<file path="config.mk">
export PLATFORM = sky130hd
export DESIGN_NAME = icache_data_array_arb
export DESIGN_NICKNAME = d
export VERILOG_FILES = /design/src/rtl/toy_pack.sv /design/src/rtl/icache_wbuf_fifo.sv /design/src/rtl/icache_data_array_arb.sv
export SDC_FILE = /design/constraint.sdc
export NUM_CORES = 1
export LEC_CHECK = 0
export CAP_MARGIN = 30
export CORE_AREA = 3 3 422 424
export CTS_CLUSTER_DIAMETER = 40
export DETAILED_ROUTE_END_ITERATION = 12
export DIE_AREA = 0 0 425 427
export PLACE_DENSITY = 0.3
export SYNTH_ARGS = -nofsm -noshare
export SYNTH_HDL_FRONTEND = slang
export SYNTH_SLANG_ARGS = --single-unit
</file>
<file path="constraint.sdc">
create_clock -name clk -period 28.5 [get_ports clk]
set_clock_uncertainty 0.1 [all_clocks]
set_input_delay 4.275 -clock clk [delete_from_list [all_inputs] [get_ports clk]]
set_output_delay 4.275 -clock clk [all_outputs]
set_load 0.005 [all_outputs]
</file>
<file path="src/rtl/toy_pack.sv">
// Shared widths and write-buffer entry layout for the icache data-array arbiter.
// Imported by the arbiter top and its linefill write-buffer FIFO.
package toy_pack;

  localparam int ICACHE_INDEX_WIDTH     = 8;
  localparam int ICACHE_DATA_WIDTH      = 256;
  localparam int ICACHE_REQ_TXNID_WIDTH = 8;

  typedef struct packed {
    logic [ICACHE_INDEX_WIDTH-1:0] addr;
    logic [ICACHE_DATA_WIDTH-1:0]  data;
  } wbuf_entry_t;

endpackage

</file>
<file path="src/rtl/icache_wbuf_fifo.sv">
// In-order linefill write buffer; exposes per-entry valid bits and addresses
// so the arbiter can detect read-after-pending-write hazards.
module icache_wbuf_fifo
  import toy_pack::*;
#(
  parameter int DEPTH = 2,
  parameter int AW    = ICACHE_INDEX_WIDTH,
  parameter int DW    = ICACHE_DATA_WIDTH
) (
  input  logic                clk,
  input  logic                rst_n,
  input  logic                push,
  input  logic [AW-1:0]       push_addr,
  input  logic [DW-1:0]       push_data,
  input  logic                pop,
  output logic [AW-1:0]       head_addr,
  output logic [DW-1:0]       head_data,
  output logic                full,
  output logic                empty,
  output logic [DEPTH-1:0]    entry_vld,
  output logic [DEPTH*AW-1:0] entry_addr
);

  localparam int PW = $clog2(DEPTH);
  localparam int CW = PW + 1;

  logic [AW-1:0] addr_q [DEPTH];
  logic [DW-1:0] data_q [DEPTH];
  logic [PW-1:0] wr_ptr;
  logic [PW-1:0] rd_ptr;
  logic [CW-1:0] count;
  logic          do_push;
  logic          do_pop;
  logic [PW-1:0] offset;

  assign full    = (count == CW'(DEPTH));
  assign empty   = (count == '0);
  assign do_push = push && !full;
  assign do_pop  = pop && !empty;

  always_ff @(posedge clk or negedge rst_n) begin
    if (!rst_n) begin
      wr_ptr <= '0;
      rd_ptr <= '0;
      count  <= '0;
    end else begin
      if (do_push) wr_ptr <= wr_ptr + 1'b1;
      if (do_pop)  rd_ptr <= rd_ptr + 1'b1;
      if (do_push && !do_pop)      count <= count + 1'b1;
      else if (do_pop && !do_push) count <= count - 1'b1;
    end
  end

  // Payload storage carries no reset; validity comes solely from count/pointers.
  always_ff @(posedge clk) begin
    if (do_push) begin
      addr_q[wr_ptr] <= push_addr;
      data_q[wr_ptr] <= push_data;
    end
  end

  assign head_addr = addr_q[rd_ptr];
  assign head_data = data_q[rd_ptr];

  // A slot is live when its distance from the read pointer is below count.
  always_comb begin
    entry_vld  = '0;
    entry_addr = '0;
    offset     = '0;
    for (int i = 0; i < DEPTH; i++) begin
      offset                = PW'(i) - rd_ptr;
      entry_vld[i]          = ({1'b0, offset} < count);
      entry_addr[i*AW +: AW] = addr_q[i];
    end
  end

endmodule

</file>
<file path="src/rtl/icache_data_array_arb.sv">
// Single-port icache data-array arbiter between fetch reads and buffered linefill
// writes; reads win unless the buffer is full, a hazard exists, or the read streak caps.
module icache_data_array_arb
  import toy_pack::*;
#(
  parameter int ADDR_W        = ICACHE_INDEX_WIDTH,
  parameter int DATA_W        = ICACHE_DATA_WIDTH,
  parameter int TXNID_W       = ICACHE_REQ_TXNID_WIDTH,
  parameter int WBUF_DEPTH    = 2,
  parameter int MAX_RD_STREAK = 4
) (
  input  logic               clk,
  input  logic               rst_n,
  input  logic               rd_vld,
  output logic               rd_rdy,
  input  logic [ADDR_W-1:0]  rd_addr,
  input  logic [TXNID_W-1:0] rd_txnid,
  input  logic               wr_vld,
  output logic               wr_rdy,
  input  logic [ADDR_W-1:0]  wr_addr,
  input  logic [DATA_W-1:0]  wr_data,
  output logic               mem_en,
  output logic               mem_wr_en,
  output logic [ADDR_W-1:0]  mem_addr,
  output logic [DATA_W-1:0]  mem_din,
  input  logic [DATA_W-1:0]  mem_dout,
  output logic               rsp_vld,
  output logic [TXNID_W-1:0] rsp_txnid,
  output logic [DATA_W-1:0]  rsp_data,
  output logic               wbuf_empty
);

  localparam int SW = $clog2(MAX_RD_STREAK + 1);

  logic [ADDR_W-1:0]            head_addr;
  logic [DATA_W-1:0]            head_data;
  logic                         full;
  logic                         empty;
  logic [WBUF_DEPTH-1:0]        entry_vld;
  logic [WBUF_DEPTH*ADDR_W-1:0] entry_addr;
  logic                         hazard;
  logic                         drain;
  logic                         rd_grant;
  logic [SW-1:0]                streak;

  icache_wbuf_fifo #(
    .DEPTH (WBUF_DEPTH),
    .AW    (ADDR_W),
    .DW    (DATA_W)
  ) u_wbuf (
    .clk        (clk),
    .rst_n      (rst_n),
    .push       (wr_vld && wr_rdy),
    .push_addr  (wr_addr),
    .push_data  (wr_data),
    .pop        (drain),
    .head_addr  (head_addr),
    .head_data  (head_data),
    .full       (full),
    .empty      (empty),
    .entry_vld  (entry_vld),
    .entry_addr (entry_addr)
  );

  always_comb begin
    hazard = 1'b0;
    for (int i = 0; i < WBUF_DEPTH; i++) begin
      if (entry_vld[i] && (entry_addr[i*ADDR_W +: ADDR_W] == rd_addr)) hazard = 1'b1;
    end
  end

  // A same-cycle enqueue is not yet in the buffer, so a matching read goes first.
  assign drain    = !empty && (!rd_vld || full || (streak == SW'(MAX_RD_STREAK)) || hazard);
  assign rd_grant = rd_vld && !drain;

  assign rd_rdy     = rd_grant;
  assign wr_rdy     = !full;
  assign wbuf_empty = empty;

  assign mem_en    = drain || rd_grant;
  assign mem_wr_en = drain;
  assign mem_addr  = drain ? head_addr : rd_addr;
  assign mem_din   = head_data;
  assign rsp_data  = mem_dout;

  always_ff @(posedge clk or negedge rst_n) begin
    if (!rst_n) begin
      streak <= '0;
    end else if (drain || empty) begin
      streak <= '0;
    end else if (rd_grant && (streak != SW'(MAX_RD_STREAK))) begin
      streak <= streak + 1'b1;
    end
  end

  always_ff @(posedge clk or negedge rst_n) begin
    if (!rst_n) begin
      rsp_vld   <= 1'b0;
      rsp_txnid <= '0;
    end else begin
      rsp_vld <= rd_grant;
      if (rd_grant) rsp_txnid <= rd_txnid;
    end
  end

endmodule

</file>
### Word-level counts from Yosys, hierarchy flattened

Memory sizes are Yosys's and may differ from the RTL's.
Index checks and enable logic that the tools add are counted.

| storage, ports and cells | value |
|---|---|
| latch bits | 0 |
| bits of input ports | 540 |
| ROM bits | 0 |
| memories kept | 2 |
| memory bits (writable) | 528 |
| register bits after elaboration | 16 |
| output and inout bits | 534 |
| word-level logic and storage cells | 55 |

| operators by class | value |
|---|---|
| add/subtract/negate cells | 7 |
| $mul | 0 |
| divide/modulo/power cells | 0 |
| equal/unequal tests | 5 |
| reductions and logical operators | 24 |
| order comparisons | 2 |
| shift-type cells | 0 |
| bitwise logic cells | 0 |
| multiplexer cells | 9 |

Memories:

| name | depth | bits a word | read ports | clocked after memory_dff | wr ports | line | text |
|---|---|---|---|---|---|---|---|
| u_wbuf.data_q | 2 | 256 | 1 | 0 | 1 | icache_wbuf_fifo.sv:28 | `logic [DW-1:0] data_q [DEPTH];` |
| u_wbuf.addr_q | 2 | 8 | 3 | 0 | 1 | icache_wbuf_fifo.sv:27 | `logic [AW-1:0] addr_q [DEPTH];` |

Operators by type and width:

| operator | count |
|---|---|
| 8-bit equality test | 2 |
| 1-bit logical AND | 10 |
| 8-bit 2-to-1 mux | 1 |
| 1-bit logical NOT | 6 |
| 3-bit 2-to-1 mux | 2 |
| 1-bit logical OR | 5 |
| 1-bit by 2-bit < comparator with 1-bit output | 2 |
| 1-bit 2-to-1 mux | 4 |
| 2-bit 2-to-1 mux | 2 |
| 2-bit nonzero test | 2 |
| 3-bit by 1-bit adder with 3-bit output, second input constant | 1 |
| 3-bit equality test, second input constant | 1 |
| 3-bit inequality test, second input constant | 1 |
| 1-bit adder, second input constant | 2 |
| 2-bit by 1-bit adder with 2-bit output, second input constant | 1 |
| 2-bit equality test, second input constant | 1 |
| 2-bit logical NOT | 1 |
| 1-bit subtractor, first input constant | 2 |
| 2-bit by 1-bit subtractor with 2-bit output, second input constant | 1 |

### Depth between registers and ports, before layout

Gate-level depths: netlist (run 1).

| logic depth | value |
|---|---|
| depth after elaboration | 12 |
| mapped depth | 10 |
| mapped depth without buffers | 9 |

### Modules after synthesis

A second synthesis (run 1) with hierarchy kept.

| second synthesis, totals | value |
|---|---|
| cell total of the unflattened synthesis | 1214 |
| area, all modules | 23179.7 sq um |

Modules (own cells, without submodules):

| module | area each (sq um) | seq. area each (sq um) | cells an instance | times used |
|---|---|---|---|---|
| icache_wbuf_fifo | 20219.4 | 15955.3 | 845 | 1 |
| icache_data_array_arb | 2960.3 | 300.3 | 369 | 1 |

### Worst setup path before layout (run 1)

OpenSTA, ideal clock, no wires.

| timing | value |
|---|---|
| kind | input-to-reg |
| start | input port wr_vld |
| end | memory u_wbuf.addr_q[0][0] in the netlist's numbering (enable) |
| setup slack | 12.207 ns |
| data arrival time | 15.299 ns |
| setup time | 0.894 ns |
| cell stages on the path | 2 |
| path through | nand2_1 nor2_1 |

| between the ends | value |
|---|---|
| word-level cells in the longest chain between the ends | 4 |

RTL lines:

| element | line | text |
|---|---|---|
| start, declared | icache_data_array_arb.sv:18 | `input logic wr_vld,` |
| 1-bit logical AND | icache_data_array_arb.sv:53 | `.push (wr_vld && wr_rdy),` |
| 1-bit logical AND | icache_wbuf_fifo.sv:38 | `assign do_push = push && !full;` |
| 1-bit 2-to-1 mux | icache_wbuf_fifo.sv:56 | `if (do_push) begin` |
| 1-bit 2-to-1 mux (implied by the code) | icache_wbuf_fifo.sv:57 | `addr_q[wr_ptr] <= push_addr;` |
| end, declared | icache_wbuf_fifo.sv:27 |  |

No other way between the ends.

### Final worst setup path (run 1)

| timing | value |
|---|---|
| start | input port rd_vld |
| end | output port mem_addr[2] |

| between the ends | value |
|---|---|
| word-level cells in the longest chain between the ends | 6 |

RTL lines:

| element | line | text |
|---|---|---|
| start, declared | icache_data_array_arb.sv:14 | `input logic rd_vld,` |
| 1-bit logical NOT | icache_data_array_arb.sv:73 | `assign drain = !empty && (!rd_vld \|\| full \|\| (streak == SW'(MAX_RD_STREAK)) \|\| hazard);` |
| 1-bit logical OR (3 in series) | icache_data_array_arb.sv:73 |  |
| 1-bit logical AND | icache_data_array_arb.sv:73 |  |
| 8-bit 2-to-1 mux | icache_data_array_arb.sv:82 | `assign mem_addr = drain ? head_addr : rd_addr;` |
| end, declared | icache_data_array_arb.sv:24 | `output logic [ADDR_W-1:0] mem_addr,` |

No other way between the ends.

==> results of run 1 <==
power by group through the flow:
stage | clock network (mW) | logic, mW | registers [mW]
2_1_floorplan | 0 | 0.456 | 1.21
3_3_place_gp | 0 | 1.05 | 1.17
3_5_place_dp | 0 | 1.05 | 1.18
4_1_cts | 1.41 | 1.06 | 1.16
5_1_grt | 1.45 | 1.10 | 1.17
6_report | 1.37 | 1.03 | 1.16
registers in the layout, summed over array words and instances, names as in the netlist:
register	flops
rsp_txnid	8
rsp_vld	1
streak	3
u_wbuf.addr_q	16
u_wbuf.count	2
u_wbuf.data_q	512
u_wbuf.rd_ptr	1
u_wbuf.wr_ptr	1
path summary, 6_finish.rpt:
path | start | end | slack [ns] | cells past startpoint
hold / removal | u_wbuf.wr_ptr | u_wbuf.wr_ptr | 0.45 | 1
setup reg to reg | u_wbuf.count[0] | u_wbuf.data_q[0][231] | 24.80 | 8
setup / recovery | rd_vld | mem_addr[2] | 16.00 | 7
hold reg to reg | u_wbuf.wr_ptr | u_wbuf.wr_ptr | 0.45 | 1
min in group asynchronous | rst_n | u_wbuf.rd_ptr | 3.80 | 2
max in group asynchronous | rst_n | u_wbuf.rd_ptr | 24.36 | 2
metal layers:
layer / share of wire / global-route usage
met4: 0.051 / 0.05318
met5: 0.00077 / 0.0002688
met2: 0.55 / 0.2117
met3: 0.18 / 0.08972
met1: 0.22 / 0.06898
through the flow:
stage / setup slack (ns) / power [mW] / cell area (sq um) / cells / hold WS, ns
after floorplan: 12.21 / 1.669 / 22170 / 1224 / 0.3604
after global placement: 16.14 / 2.215 / 28750 / 3829 / 0.4440
after detailed placement: 15.99 / 2.224 / 28780 / 3830 / 0.4456
after CTS: 15.99 / 3.631 / 32840 / 4052 / 0.4578
after global routing: 15.78 / 3.733 / 33010 / 4059 / 0.4980
final: 16.00 / 3.550 / 33020 / 4065 / 0.4489
cell usage in the layout (no fill, tap or decap), types with 15 or more instances in the layout:
cell type,count
clkdlybuf4s50_1,561
edfxtp_1,528
mux2_2,266
clkbuf_16,118
clkinvlp_4,24
clkinv_2,23
bufinv_16,15
dfrtp_1,15
final cells by class:
| cell class | count | area, sq um |
|---|---|---|
| Antenna cell | 7 | 17.52 |
| Clock buffer | 125 | 2958 |
| Clock inverter | 97 | 1106 |
| Fill cell | 18770 | 141200 |
| Inverter | 13 | 48.80 |
| Multi-Input combinational cell | 372 | 3802 |
| Sequential cell | 544 | 16260 |
| Tap cell | 2325 | 2909 |
| Timing Repair Buffer | 582 | 5923 |
cell families (layout without fill, tap and decap cells):
group | count (synthesis) | count (layout) | share of synthesized area
multiplexers | 272 | 272 | 0.1392
flip-flops | 544 | 544 | 0.7331
AND/OR/NAND/NOR | 45 | 45 | 0.01202
buffers and inverters | 308 | 817 | 0.09593
other | 0 | 7 | 0
XOR/XNOR | 23 | 23 | 0.009085
adder cells (fa/ha/maj) | 3 | 3 | 0.001693
AO/OA/AOI/OAI | 29 | 29 | 0.008973
==> run metrics, run 1 <==
maximum VDD drop between 0.00005 and 0.00006 V; final setup violation count 0; worst min path class reg -> reg; Final ANT Viol Nets 0; TritonCTS buffer count about 120; Max Cap Violations 0; Tmin final about 12 ns; num ports ~1,100; Post CTS Setup Buffer Count 0; synth unique cells 34; Worst EP required about 24 ns; Crit path top cell by count clkdlybuf4s50_1; Setup crit end kind primary output; register area share after synthesis 0.7331; Starting Density 0.1273; PwrDens between 100 and 150 nW/um^2; Peak Freq between 80 and 90 MHz; antenna violations before repair 24; core area ~170,000 sq um; total gr overflow 0; Worst slew margin 0.2626; power share of the clock group 0.385; Logic pwr share 0.289; Avg WL per Cell ~26 um; H-tree depth 3; CP max stage delay roughly 0.99 ns; Fin. Hold Viols 0; CP top delay family buffers and inverters; Buf/Inv on CP 3; first-pass GRT wire length 132,600 um; Nets around 2,200; Die Width 425 um; Sw Ratio 0.2844; Synth top cells by count edfxtp_1, mux2_2, buf_4, clkbuf_1, dfrtp_1; clk buf depth 3; CP Class in -> out; part of the cycle the worst path needs 0.4385; synthesized instance count around 1,200; DRC 0; Syn Nets 1,767; Via-to-Cell Ratio 3.013; YS warnings 0; RSZ-0062 raised after global routing no; final wirelength around 100,000 um; EDFF count, synth 528; Die Y roughly 430 um; CP Cell Sequence clkdlybuf4s50_1, a21boi_1, nand2_1, o31ai_2, buf_4, mux2_4, clkdlybuf4s50_1; Slowest cell on crit path clkdlybuf4s50_1; Avg Cell Area, Syn about 18 sq um; fin. max-slew vios 0; gr usage total 0.1096; Layout Utilization 0.1896; clock latency on the worst-skew pair 0.74 ns; leading area contributor after synthesis edfxtp_1; Clock Pin Slew Worst Setup and Hold Paths 0.05 ns; vias in the first global route 13,450; prevailing post-synth register cell edfxtp_1; post-synthesis async set-or-reset flop share 0.02941; GP Congestion around 0.87; status complete, no violations; flops & latches, synth roughly 540; Worst EP arrival 8.12 ns; Root Buffer clkbuf_16; Max Fanout on Critical Path 19; row cnt 153; layout cells sized above 1 0.2902; synth-to-layout area growth 48.94%; Worst-Margin Slew between 1 and 1.5 ns; 1st-iter DRT viols between 400 and 500; # resized after CTS 0; Flop pwr share 0.326; Via Count between 10,000 and 15,000; CTS tree done; share of the synthesized area in the top cell type 0.7151; hpwl dp roughly 83,000 um; Internal ~2.5 mW; # clock sinks around 540; Leakage about 11 nW; I/O Buffers approximately 560; DIE AREA roughly 180,000 sq um; DRT Pass-1 Iters 5; largest net degree at the start of global routing 135; switching pwr between 1 and 1.5 mW; CP Launch Type primary input; Cell Area, Synth 22,170 sq um; setup tns final 0 ns; Post-CTS Hold Fix Bufs 0; top cells by area, synth edfxtp_1, mux2_2, buf_4, dfrtp_1, clkbuf_1; cell with the most instances after synthesis edfxtp_1
Note: power is estimated with default switching activity, not from simulation.
==> run 2: changes to the inputs <==
CORE_AREA = 3 3 421 423   (was 3 3 422 424)
DIE_AREA = 0 0 424 426   (was 0 0 425 427)
PLACE_DENSITY = 0.31   (was 0.3)
clock period = 10.4 ns   (was 28.5 ns; I/O delays follow)
==> run 2 against run 1 <==
Clock-buffer cell count up 5. Worst hold slack better by 0.0052 ns. Global-route usage increased by 0.076 points. First-iteration DRC count shrank 5.1%. Total power rose to 2.7 times the previous value. Cell area decreased by 0.84%. Largest power group unchanged. Highest routed layer unchanged.
==> run metrics, run 2 (synthesis results as in run 1) <==
total gr overflow 0 (unchanged); Die Y 426 um (was 427 um); Max Fanout on Critical Path 19 (unchanged); Via Count 12,180 (was 12,250); Nets 2,164 (was 2,173); DRT Pass-1 Iters 5 (unchanged); busiest grt layer met2 (unchanged); row cnt 153 (unchanged); final setup violation count 0 (unchanged); hold depth 1 (unchanged); TritonCTS buffer count 114 (was 117); maximum VDD drop 0.0001593 V (was 0.00005082 V); clk buf depth 3 (unchanged); CTS tree done (unchanged); CP Class in -> out (unchanged); layout cells sized above 1 0.2775 (was 0.2902); Fin. Hold Viols 0 (unchanged); Worst EP required 8.74 ns (was 24.12 ns); Logic pwr share 0.291 (was 0.289); worst hold margin 0.4542 ns (was 0.4489 ns); GR Layer Usage met1 0.07020 (was 0.06898); GP Congestion 0.8555 (was 0.8720); commonest non-fill, non-tap cell in the layout clkdlybuf4s50_1 (unchanged); Post-CTS Hold Fix Bufs 0 (unchanged); Worst slew margin 0.2946 (was 0.2626); Via-to-Cell Ratio 3.010 (was 3.013); Starting Density 0.1276 (was 0.1273); I/O Buffers 561 (unchanged); H-tree depth 3 (unchanged); Tmin final around 6.9 ns; setup ws final 3.514 ns (was 16.00 ns); Root Buffer clkbuf_16 (unchanged); worst min path class reg -> reg (unchanged); placed standard-cell area 28,830 sq um (was 28,780 sq um); # resized after CTS 0 (unchanged); antenna violations before repair 20 (was 24); vias in the first global route 13,340 (was 13,450); Setup crit end kind primary output (unchanged); core area 173,800 sq um (was 174,200 sq um); power share of the clock group 0.379 (was 0.385); Place WS 3.536 ns (was 15.99 ns); DRC 0 (unchanged); status complete, no violations (unchanged); Die Width 424 um (was 425 um); sequential cell area 16,260 sq um (unchanged); switching pwr 2.690 mW (was 1.010 mW); first-pass GRT wire length 132,400 um (was 132,600 um); # clock sinks 544 (unchanged); Largest Register u_wbuf.data_q (unchanged); Flop pwr share 0.330 (was 0.326); Internal 6.924 mW (was 2.540 mW); PwrDens 293.6 nW/um^2 (was 107.5 nW/um^2); gr usage total 0.1103 (was 0.1096); setup tns final 0 ns (unchanged); Leakage 10.64 nW (was 10.75 nW); hpwl dp 82,810 um (was 83,220 um); Final ANT Viol Nets 0 (unchanged); Avg WL per Cell 25.82 um (was 25.80 um); Post CTS Setup Buffer Count 0 (unchanged); 1st-iter DRT viols 394 (was 415); largest net degree at the start of global routing 122 (was 135); Clock Pin Slew Worst Setup and Hold Paths 0.04 ns (was 0.05 ns); synth-to-layout area growth 47.69% (was 48.94%); fin. max-slew vios 0 (unchanged); footprint of the multi-input gates 3811 sq um (was 3802 sq um); Fillers 18,760 (was 18,770); post-route cell area 32,750 sq um (was 33,020 sq um); Peak Freq between 100 and 150 MHz; RSZ-0062 raised after global routing no (unchanged); routing usage on met2 0.2199 (was 0.2117); num ports 1,074 (unchanged); worst reg-to-reg path cell count 5 (was 8); DIE AREA 180,600 sq um (was 181,500 sq um); Worst-Margin Slew 1.058 ns (was 1.106 ns); CP Launch Type primary input (unchanged); met3 Track Usage GR 0.08489 (was 0.08972); Sw Ratio 0.2798 (was 0.2844); final wirelength 104,500 um (was 104,900 um); Max Cap Violations 0 (unchanged); part of the cycle the worst path needs 0.6622; Worst EP arrival 5.23 ns (was 8.12 ns); most frequent cells in the layout clkdlybuf4s50_1, edfxtp_1, mux2_2 (unchanged); largest registers u_wbuf.data_q (512), u_wbuf.addr_q (16), rsp_txnid (8) (unchanged); max reg flops 512 (unchanged); clock latency on the worst-skew pair 0.69 ns (was 0.74 ns)
-- run 2: changes by cell type in the layout (fill, tap and decap cells not counted), sizes merged --
| cell | change |
|---|---|
| diode | -5 |
| bufinv | +1 |
| buf | -5 |
| clkbuf | +4 |
| clkinvlp | -6 |
| clkinv | -10 |
| inv | +2 |
-- run 2: worst paths after layout --
kind | startpoint | end | slack (ns)
worst max-delay path | rd_vld | mem_addr[7] | 3.51
worst min-delay path | u_wbuf.wr_ptr | u_wbuf.wr_ptr | 0.45
worst max register to register | u_wbuf.count[0] | u_wbuf.data_q[0][201] | 6.93
worst min register to register | u_wbuf.wr_ptr | u_wbuf.wr_ptr | 0.45
max in group asynchronous | rst_n | u_wbuf.rd_ptr | 8.30
min in group asynchronous | rst_n | rsp_txnid[3] | 1.26
-- run 2: per-layer routing --
| metal | share of wire | wire (um) |
|---|---|---|
| met1 | 0.22 | 23260 |
| met2 | 0.57 | 59540 |
| met3 | 0.16 | 17220 |
| met4 | 0.041 | 4257 |
| met5 | 0.0017 | 173 |
-- run 2: final cells by class --
type,count,share of cell area
diodes,2,0.0001528
clock buffers,130,0.08956
clock inverters,84,0.02915
inverters,13,0.001490
multi-input cells,372,0.1164
flip-flops and latches,544,0.4965
well taps,2325,0.08884
repair buffers,576,0.1779
-- run 2: power groups by stage --
stage	Sequential, mW	Combinational, mW	Clock [mW]
after floorplan	3.27	1.25	0
after global placement	3.21	2.87	0
after detailed placement	3.22	2.88	0
after CTS	3.18	2.91	3.78
after global routing	3.22	3.00	3.89
final	3.17	2.80	3.65
-- run 2: stage by stage --
stage,util,power (mW),instances
floorplan,-,4.521,1224
global placement,0.1655,6.076,3827
detailed placement,0.1658,6.099,3829
CTS,0.1882,9.865,4043
global route,0.1884,10.10,4044
finish,0.1884,9.614,4046
-- run 2: worst max-delay path: stages --
cell	delay, ns
clkdlybuf4s50_1	0.93
a21boi_1	0.45
nand2_1	0.43
o31ai_4	0.70
buf_4	0.33
mux2_2	0.36
clkdlybuf4s50_1	0.45
==> run 3: changes to the inputs <==
clock period = 5.6 ns   (was 10.4 ns; I/O delays follow)
==> run 3 against run 2 <==
Die area unchanged. Cell area up 1.1%. Final cell count up 0.37%. Sequential cell count unchanged. Sequential power up 85%. First-iteration DRC count up 26%. Clock-buffer cell count down 2. Largest power group unchanged.
==> run metrics, run 3 (synthesis results as in run 1) <==
Flop pwr share 0.321 (was 0.330); clk buf depth 3 (unchanged); Largest Register u_wbuf.data_q (unchanged); Via Count 12,230 (was 12,180); Final ANT Viol Nets 0 (unchanged); Fin. Hold Viols 0 (unchanged); Post CTS Setup Buffer Count 0 (unchanged); Worst slew margin 0.3026 (was 0.2946); # clock sinks 544 (unchanged); DRT Pass-1 Iters 5 (unchanged); num ports 1,074 (unchanged); first-pass GRT wire length 134,600 um (was 132,400 um); power share of the clock group 0.391 (was 0.379); layout cells sized above 1 0.2846 (was 0.2775); DRC 0 (unchanged); largest registers u_wbuf.data_q (512), u_wbuf.addr_q (16), rsp_txnid (8) (unchanged); H-tree depth 3 (unchanged); Peak Freq just over 200 MHz; RSZ-0062 raised after global routing no (unchanged); Max Fanout on Critical Path 18 (was 19); Worst-Margin Slew 1.046 ns (was 1.058 ns); commonest non-fill, non-tap cell in the layout clkdlybuf4s50_1 (unchanged); fin. max-slew vios 0 (unchanged); Avg WL per Cell 26.15 um (was 25.82 um); max reg flops 512 (unchanged); synth-to-layout area growth 49.28% (was 47.69%); antenna violations before repair 17 (was 20); DIE AREA 180,600 sq um (unchanged); Via-to-Cell Ratio 3.013 (was 3.010); worst min path class in -> async (was reg -> reg); CP Class in -> out (unchanged); CTS tree done (unchanged); Sw Ratio 0.2777 (was 0.2798); TritonCTS buffer count 116 (was 114); Root Buffer clkbuf_16 (unchanged); # resized after CTS 0 (unchanged); maximum VDD drop 0.0002500 V (was 0.0001593 V); PwrDens 552.2 nW/um^2 (was 293.6 nW/um^2); Logic pwr share 0.288 (was 0.291); status complete, no violations (unchanged); GP Congestion 0.8429 (was 0.8555); most frequent cells in the layout clkdlybuf4s50_1, edfxtp_1, mux2_2 (unchanged); hpwl dp 84,800 um (was 82,810 um); CP Launch Type primary input (unchanged); gr usage total 0.1125 (was 0.1103); Max Cap Violations 0 (unchanged); Die Width 424 um (unchanged); I/O Buffers 561 (unchanged); total gr overflow 0 (unchanged); Nets 2,174 (was 2,164); vias in the first global route 13,420 (was 13,340); worst reg-to-reg path cell count 8 (was 5); Post-CTS Hold Fix Bufs 0 (unchanged); Internal 13.20 mW (was 6.924 mW); Worst EP arrival 3.90 ns (was 5.23 ns); final setup violation count 0 (unchanged); Tmin final ~4.8 ns; Starting Density 0.1276 (unchanged); Setup crit end kind primary output (unchanged); clock latency on the worst-skew pair 0.71 ns (was 0.69 ns); setup tns final 0 ns (unchanged); 1st-iter DRT viols 496 (was 394); switching pwr 5.076 mW (was 2.690 mW); row cnt 153 (unchanged); final wirelength 106,200 um (was 104,500 um); Die Y 426 um (unchanged); core area 173,800 sq um (unchanged); Leakage 10.84 nW (was 10.64 nW); Clock Pin Slew Worst Setup and Hold Paths 0.05 ns (was 0.04 ns); largest net degree at the start of global routing 129 (was 122); Power Total 18.28 mW (was 9.614 mW); part of the cycle the worst path needs 0.8648; Worst EP required 4.66 ns (was 8.74 ns)
## run 3: cell count changes in the layout (fill, tap and decap cells not counted), sizes merged
cell,previous run,this run
clkinvlp,18,5
clkinv,42,53
buf,15,22
bufinv,16,22
diode,2,7
clkbuf,130,129
## run 3: cell type report
| type | count | area [sq um] |
|---|---|---|
| multi-input cells | 372 | 3820 |
| clock buffers | 128 | 2948 |
| inverters | 13 | 48.80 |
| flip-flops and latches | 544 | 16260 |
| clock inverters | 88 | 1171 |
| well taps | 2325 | 2909 |
| diodes | 7 | 17.52 |
| repair buffers | 584 | 5926 |
| fillers | 18780 | 140700 |
## run 3: routing by layer
layer,vias to the layer above,part of all wire,global-route usage
li1,5225,-,-
met1,5928,0.21,0.06895
met2,833,0.58,0.2253
met3,236,0.17,0.08596
met4,12,0.043,0.05232
met5,-,0.00081,0.0008065
## run 3: worst paths after layout
check / endpoint / start / slack, ns
setup / recovery: mem_addr[0] / rd_vld / 0.76
min in group clk: u_wbuf.wr_ptr / u_wbuf.wr_ptr / 0.46
setup reg to reg: u_wbuf.count[1] / streak[0] / 2.64
max in group asynchronous: u_wbuf.count[1] / rst_n / 4.87
hold reg to reg: u_wbuf.wr_ptr / u_wbuf.wr_ptr / 0.46
hold / removal: u_wbuf.rd_ptr / rst_n / 0.39
## run 3: per-stage QoR
stage,utilization,setup WS (ns),hold WS (ns),std cells,cell area [sq um]
after floorplan,-,0.1928,0.4088,1224,22180
after global placement,0.1663,0.7985,0.4457,3836,28910
after detailed placement,0.1665,0.7469,0.4527,3837,28940
after CTS,0.1902,0.6453,0.4579,4053,33060
after global routing,0.1903,0.5354,0.3203,4055,33080
final,0.1904,0.7573,0.3853,4061,33100
## run 3: power by group through the flow
stage	sequential [mW]	combinational (mW)	clock, mW
after global placement	5.91	5.45	0
after global routing	5.96	5.65	7.58
after CTS	5.89	5.50	7.37
after detailed placement	5.96	5.45	0
after floorplan	5.93	2.32	0
final	5.87	5.27	7.14
## run 3: critical path: stages
cell and delay (ns):
clkdlybuf4s50_1 0.48, a21boi_1 0.42, nand2_1 0.50, o31ai_4 0.60, buf_12 0.22, mux2_2 0.36, clkdlybuf4s50_1 0.46
